File: src/rtl/mac_arb_pkg.sv
// mac_arb_pkg: shared types and constants for the shared MAC arbiter.
//   ACC_GUARD   : guard bits added above the full-width product in each accumulator
//   MAX_NUM_REQ : largest supported requester count
//   id_t        : requester index carried through the pipeline
//   tag_t       : sideband travelling alongside each product (id, first, last)
package mac_arb_pkg;

    localparam int unsigned ACC_GUARD   = 8;
    localparam int unsigned MAX_NUM_REQ = 8;

    typedef logic [2:0] id_t;

    typedef struct packed {
        id_t  id;
        logic first;
        logic last;
    } tag_t;

endpackage

File: src/rtl/mac_pipe.sv
// mac_pipe: LATENCY-deep signed multiplier with valid and tag sideband.
// The product of the operands presented with in_valid_i appears on the outputs
// exactly LATENCY cycles later, together with its tag.
//   clk, reset     : clock, synchronous active-high reset (clears valid bits only)
//   in_valid_i     : beat accepted this cycle
//   in_a_i, in_b_i : signed operands, DATA_W bits each
//   in_tag_i       : id/first/last of the beat
//   out_valid_o    : product available this cycle
//   out_prod_o     : full-width signed product, 2*DATA_W bits
//   out_tag_o      : tag of the product
module mac_pipe
    import mac_arb_pkg::*;
#(
    parameter int unsigned DATA_W  = 24,
    parameter int unsigned LATENCY = 3
) (
    input  logic                  clk,
    input  logic                  reset,
    input  logic                  in_valid_i,
    input  logic [DATA_W-1:0]     in_a_i,
    input  logic [DATA_W-1:0]     in_b_i,
    input  tag_t                  in_tag_i,
    output logic                  out_valid_o,
    output logic [2*DATA_W-1:0]   out_prod_o,
    output tag_t                  out_tag_o
);

    localparam int unsigned PW = 2 * DATA_W;

    logic [LATENCY-1:0] valid_q, valid_d;
    logic [PW-1:0]      prod_q [LATENCY];
    logic [PW-1:0]      prod_d [LATENCY];
    tag_t               tag_q  [LATENCY];
    tag_t               tag_d  [LATENCY];
    logic signed [PW-1:0] a_ext, b_ext;

    always_comb begin
        // Sign-extend to full width so the truncated product is exact.
        a_ext      = {{DATA_W{in_a_i[DATA_W-1]}}, in_a_i};
        b_ext      = {{DATA_W{in_b_i[DATA_W-1]}}, in_b_i};
        valid_d[0] = in_valid_i;
        prod_d[0]  = a_ext * b_ext;
        tag_d[0]   = in_tag_i;
        for (int i = 1; i < LATENCY; i++) begin
            valid_d[i] = valid_q[i-1];
            prod_d[i]  = prod_q[i-1];
            tag_d[i]   = tag_q[i-1];
        end
    end

    always_ff @(posedge clk) begin
        if (reset) begin
            valid_q <= '0;
        end else begin
            valid_q <= valid_d;
        end
    end

    // Data stages need no reset; they are qualified by valid_q.
    always_ff @(posedge clk) begin
        for (int i = 0; i < LATENCY; i++) begin
            prod_q[i] <= prod_d[i];
            tag_q[i]  <= tag_d[i];
        end
    end

    assign out_valid_o = valid_q[LATENCY-1];
    assign out_prod_o  = prod_q[LATENCY-1];
    assign out_tag_o   = tag_q[LATENCY-1];

endmodule

File: src/rtl/shared_mac_arbiter.sv
// shared_mac_arbiter: round-robin arbiter feeding one shared pipelined MAC,
// with one accumulator per requester.
// Optional feature: define MAC_ARB_STATS_EN to build per-requester grant counters.
//   clk, reset              : clock, synchronous active-high reset
//   req_valid_i/req_ready_o : per-requester beat handshake, ready one-hot or zero
//   req_a_i, req_b_i        : per-requester signed operands
//   req_first_i/req_last_i  : accumulation start / end markers
//   res_valid_o             : one-cycle pulse per completed accumulation
//   res_id_o, res_data_o    : requester index and signed accumulated result (held)
//   stat_grant_o            : per-requester grant counts (zero without the macro)
module shared_mac_arbiter
    import mac_arb_pkg::*;
#(
    parameter int unsigned NUM_REQ     = 4,
    parameter int unsigned DATA_W      = 24,
    parameter int unsigned MUL_LATENCY = 3
) (
    input  logic                                   clk,
    input  logic                                   reset,
    input  logic [NUM_REQ-1:0]                     req_valid_i,
    output logic [NUM_REQ-1:0]                     req_ready_o,
    input  logic [NUM_REQ-1:0][DATA_W-1:0]         req_a_i,
    input  logic [NUM_REQ-1:0][DATA_W-1:0]         req_b_i,
    input  logic [NUM_REQ-1:0]                     req_first_i,
    input  logic [NUM_REQ-1:0]                     req_last_i,
    output logic                                   res_valid_o,
    output logic [2:0]                             res_id_o,
    output logic [2*DATA_W+ACC_GUARD-1:0]          res_data_o,
    output logic [NUM_REQ-1:0][31:0]               stat_grant_o
);

    localparam int unsigned PW    = 2 * DATA_W;
    localparam int unsigned ACC_W = PW + ACC_GUARD;

    id_t                rr_ptr_q, rr_ptr_d;
    logic [NUM_REQ-1:0] grant;
    id_t                grant_id;
    logic               grant_any;
    logic [DATA_W-1:0]  sel_a, sel_b;
    tag_t               sel_tag;

    // Two passes give the wrap-around search: first rr_ptr..NUM_REQ-1, then 0..rr_ptr-1.
    always_comb begin
        grant     = '0;
        grant_id  = '0;
        grant_any = 1'b0;
        for (int i = 0; i < NUM_REQ; i++) begin
            if (!reset && !grant_any && req_valid_i[i] && i >= int'(rr_ptr_q)) begin
                grant[i]  = 1'b1;
                grant_id  = id_t'(i);
                grant_any = 1'b1;
            end
        end
        for (int i = 0; i < NUM_REQ; i++) begin
            if (!reset && !grant_any && req_valid_i[i] && i < int'(rr_ptr_q)) begin
                grant[i]  = 1'b1;
                grant_id  = id_t'(i);
                grant_any = 1'b1;
            end
        end
        rr_ptr_d = rr_ptr_q;
        if (grant_any) begin
            rr_ptr_d = (grant_id == id_t'(NUM_REQ - 1)) ? '0 : id_t'(grant_id + 3'd1);
        end
    end

    assign req_ready_o = grant;

    always_comb begin
        sel_a         = '0;
        sel_b         = '0;
        sel_tag.id    = grant_id;
        sel_tag.first = 1'b0;
        sel_tag.last  = 1'b0;
        for (int i = 0; i < NUM_REQ; i++) begin
            if (grant[i]) begin
                sel_a         = req_a_i[i];
                sel_b         = req_b_i[i];
                sel_tag.first = req_first_i[i];
                sel_tag.last  = req_last_i[i];
            end
        end
    end

    logic          pipe_valid;
    logic [PW-1:0] pipe_prod;
    tag_t          pipe_tag;

    mac_pipe #(
        .DATA_W  (DATA_W),
        .LATENCY (MUL_LATENCY)
    ) u_mac_pipe (
        .clk         (clk),
        .reset       (reset),
        .in_valid_i  (grant_any),
        .in_a_i      (sel_a),
        .in_b_i      (sel_b),
        .in_tag_i    (sel_tag),
        .out_valid_o (pipe_valid),
        .out_prod_o  (pipe_prod),
        .out_tag_o   (pipe_tag)
    );

    logic [ACC_W-1:0] acc_q [NUM_REQ];
    logic [ACC_W-1:0] acc_d [NUM_REQ];
    logic [ACC_W-1:0] prod_ext, acc_cur, acc_sum;
    logic             res_valid_q, res_valid_d;
    id_t              res_id_q, res_id_d;
    logic [ACC_W-1:0] res_data_q, res_data_d;

    // Accumulators update in one cycle, so back-to-back beats of one id need no forwarding.
    always_comb begin
        prod_ext = {{ACC_GUARD{pipe_prod[PW-1]}}, pipe_prod};
        acc_cur  = '0;
        for (int i = 0; i < NUM_REQ; i++) begin
            if (pipe_tag.id == id_t'(i)) begin
                acc_cur = acc_q[i];
            end
        end
        acc_sum = pipe_tag.first ? prod_ext : acc_cur + prod_ext;
        for (int i = 0; i < NUM_REQ; i++) begin
            acc_d[i] = (pipe_valid && pipe_tag.id == id_t'(i)) ? acc_sum : acc_q[i];
        end
        res_valid_d = pipe_valid && pipe_tag.last;
        res_id_d    = res_valid_d ? pipe_tag.id : res_id_q;
        res_data_d  = res_valid_d ? acc_sum : res_data_q;
    end

    always_ff @(posedge clk) begin
        if (reset) begin
            rr_ptr_q    <= '0;
            res_valid_q <= 1'b0;
            res_id_q    <= '0;
            res_data_q  <= '0;
            for (int i = 0; i < NUM_REQ; i++) begin
                acc_q[i] <= '0;
            end
        end else begin
            rr_ptr_q    <= rr_ptr_d;
            res_valid_q <= res_valid_d;
            res_id_q    <= res_id_d;
            res_data_q  <= res_data_d;
            for (int i = 0; i < NUM_REQ; i++) begin
                acc_q[i] <= acc_d[i];
            end
        end
    end

    assign res_valid_o = res_valid_q;
    assign res_id_o    = res_id_q;
    assign res_data_o  = res_data_q;

`ifdef MAC_ARB_STATS_EN
    logic [NUM_REQ-1:0][31:0] stat_q, stat_d;

    always_comb begin
        for (int i = 0; i < NUM_REQ; i++) begin
            stat_d[i] = stat_q[i] + {31'b0, grant[i]};
        end
    end

    always_ff @(posedge clk) begin
        if (reset) begin
            stat_q <= '0;
        end else begin
            stat_q <= stat_d;
        end
    end

    assign stat_grant_o = stat_q;
`else
    assign stat_grant_o = '0;
`endif

endmodule

File: config.mk
export PLATFORM = sky130hd
export DESIGN_NAME = shared_mac_arbiter
export DESIGN_NICKNAME = d
export VERILOG_FILES = /design/src/rtl/mac_arb_pkg.sv /design/src/rtl/mac_pipe.sv /design/src/rtl/shared_mac_arbiter.sv
export SDC_FILE = /design/constraint.sdc
export NUM_CORES = 2
export LEC_CHECK = 0
export ABC_AREA = 1
export CAP_MARGIN = 30
export CORE_MARGIN = 1.5
export CORE_UTILIZATION = 50
export CTS_BUF_LIST = sky130_fd_sc_hd__clkbuf_8
export CTS_CLUSTER_SIZE = 28
export DETAILED_ROUTE_END_ITERATION = 10
export GPL_ROUTABILITY_DRIVEN = 0
export PLACE_DENSITY_LB_ADDON = 0.05
export SYNTH_ARGS = -nofsm -noshare
export SYNTH_HDL_FRONTEND = slang
export SYNTH_SLANG_ARGS = --single-unit
File: constraint.sdc
create_clock -name clk -period 13.3 [get_ports clk]
set_input_delay 2.66 -clock clk [delete_from_list [all_inputs] [get_ports clk]]
set_output_delay 2.66 -clock clk [all_outputs]
set_load 0.05 [all_outputs]
-- Word level (Yosys, flattened, before mapping)
Memory sizes are Yosys's and may differ from the RTL's.
Cells that the tools add are included.
- multiplexer cells: 51
- add/subtract/negate cells: 2
- bitwise logic cells: 4
- $mul: 1
- $lt $le $gt $ge: 8
- equality and inequality tests: 4
- reductions and logical operators: 37
- operator list (operator ; number):
    56-bit two-way mux ; 13
    24-bit two-way mux ; 8
    56-bit adder ; 1
    24-bit by 24-bit multiplier with 48-bit output ; 1
    1-bit logical AND ; 28
    3-bit two-way mux ; 7
    1-bit two-way mux ; 19
    3-bit by 2-bit equality test with 1-bit output, second input constant ; 3
    1-bit zero test ; 8
    2-bit two-way mux ; 4
    1-bit by 3-bit greater-or-equal comparator with 1-bit output, first input constant ; 2
    2-bit by 3-bit greater-or-equal comparator with 1-bit output, first input constant ; 2
    1-bit by 3-bit < comparator with 1-bit output, first input constant ; 2
    2-bit by 3-bit < comparator with 1-bit output, first input constant ; 2
    1-bit OR ; 4
    3-bit by 1-bit adder with 3-bit output, second input constant ; 1
    3-bit by 1-bit equality test with 1-bit output, second input constant ; 1
    3-bit zero test ; 1
- bits of input ports: 206
- output and inout port bits: 192
- memories: 3
- RAM bits: 383
- bits in registers: 66
- word-level logic and storage cells: 115
- memories (name ; words ; width ; rd ports ; clocked after memory_dff ; wr ports ; RTL line ; RTL):
    acc_q ; 4 ; 56 ; 4 ; 0 ; 4 ; shared_mac_arbiter.sv:104 ; logic [ACC_W-1:0] acc_q [NUM_REQ];
    u_mac_pipe.prod_q ; 3 ; 48 ; 3 ; 0 ; 3 ; mac_pipe.sv:31 ; logic [PW-1:0] prod_q [LATENCY];
    u_mac_pipe.tag_q ; 3 ; 5 ; 3 ; 0 ; 3 ; mac_pipe.sv:33 ; tag_t tag_q [LATENCY];

-- Logic depth before layout (Yosys ltp)
- depth in word-level cells: 41
- depth in mapped cells: 42
- depth with buffers taken out: 39

-- By module
A second synthesis with hierarchy kept.
- cells, all modules: 6613
- area, all modules: 46568.4 um2
- modules (own cells, without submodules) (module ; sequential area each (um2) ; area an instance (um2) ; cells an instance ; times used):
    mac_pipe ; 3243.1 ; 26176.4 ; 3204 ; 1
    shared_mac_arbiter ; 5725.5 ; 20392.1 ; 3409 ; 1

-- Worst setup path after synthesis
OpenSTA, ideal clock, no wires.
- path kind: input -> register
- start point: in reset
- end point: mem u_mac_pipe.prod_q[0][32] in the netlist's numbering
- data required time: 13.188 ns
- setup time: 0.112 ns
- data arrival time: 9.619 ns
- slack: 3.569 ns
- path buffers: 3
- stages: 36
- cells stage by stage: buf_4 inv_4 nand3_2 nand3_2 inv_1 nand2_1 clkinv_1 clkbuf_1 nand2_1 o211ai_2 buf_2 nand2_1 fa_1 fa_1 fa_1 inv_1 fa_1 inv_1 fa_1 inv_1 fa_1 inv_1 fa_1 inv_1 ha_1 nand2_1 nor2_1 inv_1 nor2_1 nand2_1 nand2_1 a21oi_1 o21ai_0 nand2_1 nand3_1 nand2_1
- RTL lines (element ; RTL line ; RTL):
    start, declared ; shared_mac_arbiter.sv:19 ; input logic reset,
    end, declared ; mac_pipe.sv:31 ;

==> flow_summary.json <==
{
  "status": "complete, no violations",
  "crit_top_cell": "inv_1",
  "dp_hpwl_um": 110000,
  "grt_max_degree": 77,
  "nets": 7490,
  "setup_violations": 0,
  "dieHeight_um": 307,
  "drtPass1Iterations": 6,
  "cts.sink_count": 444,
  "routed_via_density": 5.17,
  "relSlewSlack_pct": 31.2,
  "rsz0062_at_grt": "false",
  "gr-total-overflow": 0,
  "crit_fanout": 29,
  "yosys_warnings": 0,
  "drive_gt1_share_pct": 4.04,
  "initial_utilization_pct": 50.4,
  "synth.area.top_cells": "fa_1, dfxtp_1, inv_1",
  "grt_pass1_vias": 40468,
  "antenna_found_initial": 3,
  "rows": 111,
  "cts_buffers": 69,
  "clockBufferDepth": 3,
  "worstSetupPathType": "input pin to register",
  "cts_tree": "yes",
  "multi_input_area_mm2": 0.0298,
  "area_delta_synth_final_pct": 10.2,
  "cts_setup_buffers": 0,
  "synth_edf_count": 0,
  "track_usage_pct": 30.2,
  "rrSetupSlack_ns": 4.24,
  "fmax_mhz": 88.3,
  "ios": 398,
  "hold_ws_ns": 0.304,
  "ctsResizeCount": 0,
  "fillers": 9037,
  "portBuffers": 268,
  "synth_seq_cells": 444,
  "maxSlewViolCount": 0,
  "die_area_mm2": 0.0941,
  "finalSetupTns_ns": 0,
  "wire_per_inst_um": 18.2,
  "grt_pass1_wl_um": 223000,
  "root_buffer": "clkbuf_8",
  "synth.top_cell.area_share_pct": 26.4,
  "drtAntennaViolNets": 0,
  "synthCells": 6325,
  "cp-start-kind": "input pin",
  "drt_iter0_markers": 2992,
  "worst_setup_path_end_kind": "register",
  "drt_wl_total_um": 141000,
  "hold_viol": 0,
  "synth_top_area_cell": "fa_1",
  "synth.distinct_cells": 49,
  "maxCapViolations": 0,
  "tightest_slew_ns": 1.03,
  "synth_flop_cell": "dfxtp_1",
  "clock_latency_ns": 0.68,
  "cp.required_ns": 13.86,
  "core_mm2": 0.0915,
  "vias": 39956,
  "crit_path_max_incr_delay_ns": 0.66,
  "seqCellArea_mm2": 0.00889,
  "cp_slowest_cell": "clkdlybuf4s50_1",
  "die_w_um": 307,
  "min_path_type": "register to register",
  "syn_avg_cell_area_um2": 7.29,
  "timing.final.crit_share_pct": 85.1,
  "async_flop_share_pct": 0,
  "htreeDepth": 3,
  "cts.clk_slew.worst_paths_ns": 0.08,
  "mostFrequentLayoutCells": "inv_1, nand2_1, fa_1",
  "cts_hold_repair.buffers": 0,
  "mostFrequentLayoutCell": "inv_1",
  "finalCriticalPeriod_ns": 11.32,
  "yosysSeqAreaShare_pct": 19.3,
  "drc": 0,
  "worstPathArrival_ns": 11.88,
  "finalClockSkew_ns": 0.0537,
  "syn_area_mm2": 0.0461
}
[kinds of logic (layout without fill, tap and decap cells)]
kind of cell,Yosys count,count (layout),share of synthesized area (%)
AO/OA/AOI/OAI,747,747,9.96
XOR/XNOR,62,62,1.18
adder cells (fa/ha/maj),798,798,31.5
buffers and inverters,1933,2018,17.3
flip-flops,444,444,19.3
other,1,131,0.00813
AND/OR/NAND/NOR,2340,2340,20.7
[critical path, delay by kind of cell]
family,cells,cell delay [ns]
AND/OR/NAND/NOR,13,1.95
AO/OA/AOI/OAI,3,0.92
buffers and inverters,13,2.39
adder cells (fa/ha/maj),8,3.93
[synthesized netlist by cell type (19+ instances only)]
| library cell | count |
|---|---|
| inv_1 | 1539 |
| nand2_1 | 1507 |
| fa_1 | 608 |
| dfxtp_1 | 444 |
| nor2_1 | 374 |
| nand3_1 | 343 |
| o21ai_0 | 227 |
| a21oi_1 | 223 |
| ha_1 | 190 |
| buf_4 | 155 |
| clkbuf_1 | 118 |
| buf_2 | 91 |
| o21a_1 | 68 |
| o211ai_1 | 46 |
| o21bai_1 | 46 |
| o22ai_1 | 45 |
| xor2_1 | 42 |
| nand4_1 | 40 |
| o211ai_2 | 30 |
| o221ai_1 | 26 |
| xnor2_1 | 20 |
| nor3_1 | 19 |
[layer usage]
layer	GRT usage (%)	vias up	wire, um
li1	-	19020	-
met1	38.2	19185	58400
met2	52.6	1428	67700
met3	3.37	323	8740
met4	12.0	0	5900
met5	0	-	0
[path summary, 6_finish.rpt]
path,from,to,cells past startpoint
hold reg to reg,u_mac_pipe.prod_q[0][93],u_mac_pipe.prod_q[0][141],0
hold / removal,u_mac_pipe.prod_q[0][93],u_mac_pipe.prod_q[0][141],0
setup reg to reg,rr_ptr_q[1],u_mac_pipe.prod_q[0][32],37
setup / recovery,req_valid_i[0],u_mac_pipe.prod_q[0][32],37
[state kept, by name, indices dropped and copies added (netlist names)]
register,count
res_valid_o,1
res_data_o,56
u_mac_pipe.valid_q,3
u_mac_pipe.prod_q,144
res_id_o,2
acc_q,224
u_mac_pipe.tag_q,12
rr_ptr_q,2
[through the flow]
| step | worst slack, ns | instance area, um2 | std cells | util [%] |
|---|---|---|---|---|
| global placement | 1.59 | 49200 | 7598 | 53.7 |
| global route | 1.56 | 50800 | 7725 | 55.5 |
| floorplan | 3.57 | 46600 | 6453 | - |
| detailed placement | 1.56 | 49200 | 7600 | 53.8 |
| CTS | 2.24 | 50800 | 7723 | 55.5 |
| finish | 1.98 | 50800 | 7726 | 55.5 |
[final cells by class]
class,count,share of cell area (%)
timing repair buffer,342,6.44
antenna,2,0.00985
sequential,444,17.5
multi-input combinational,4076,58.5
inverter,1553,11.5
clock inverter,38,0.817
clock buffer,85,2.30
tap,1186,2.92
Power is left out: the tool's default activity adds up to more than one toggle a clock period on the data nets, which glitch-free logic cannot reach.
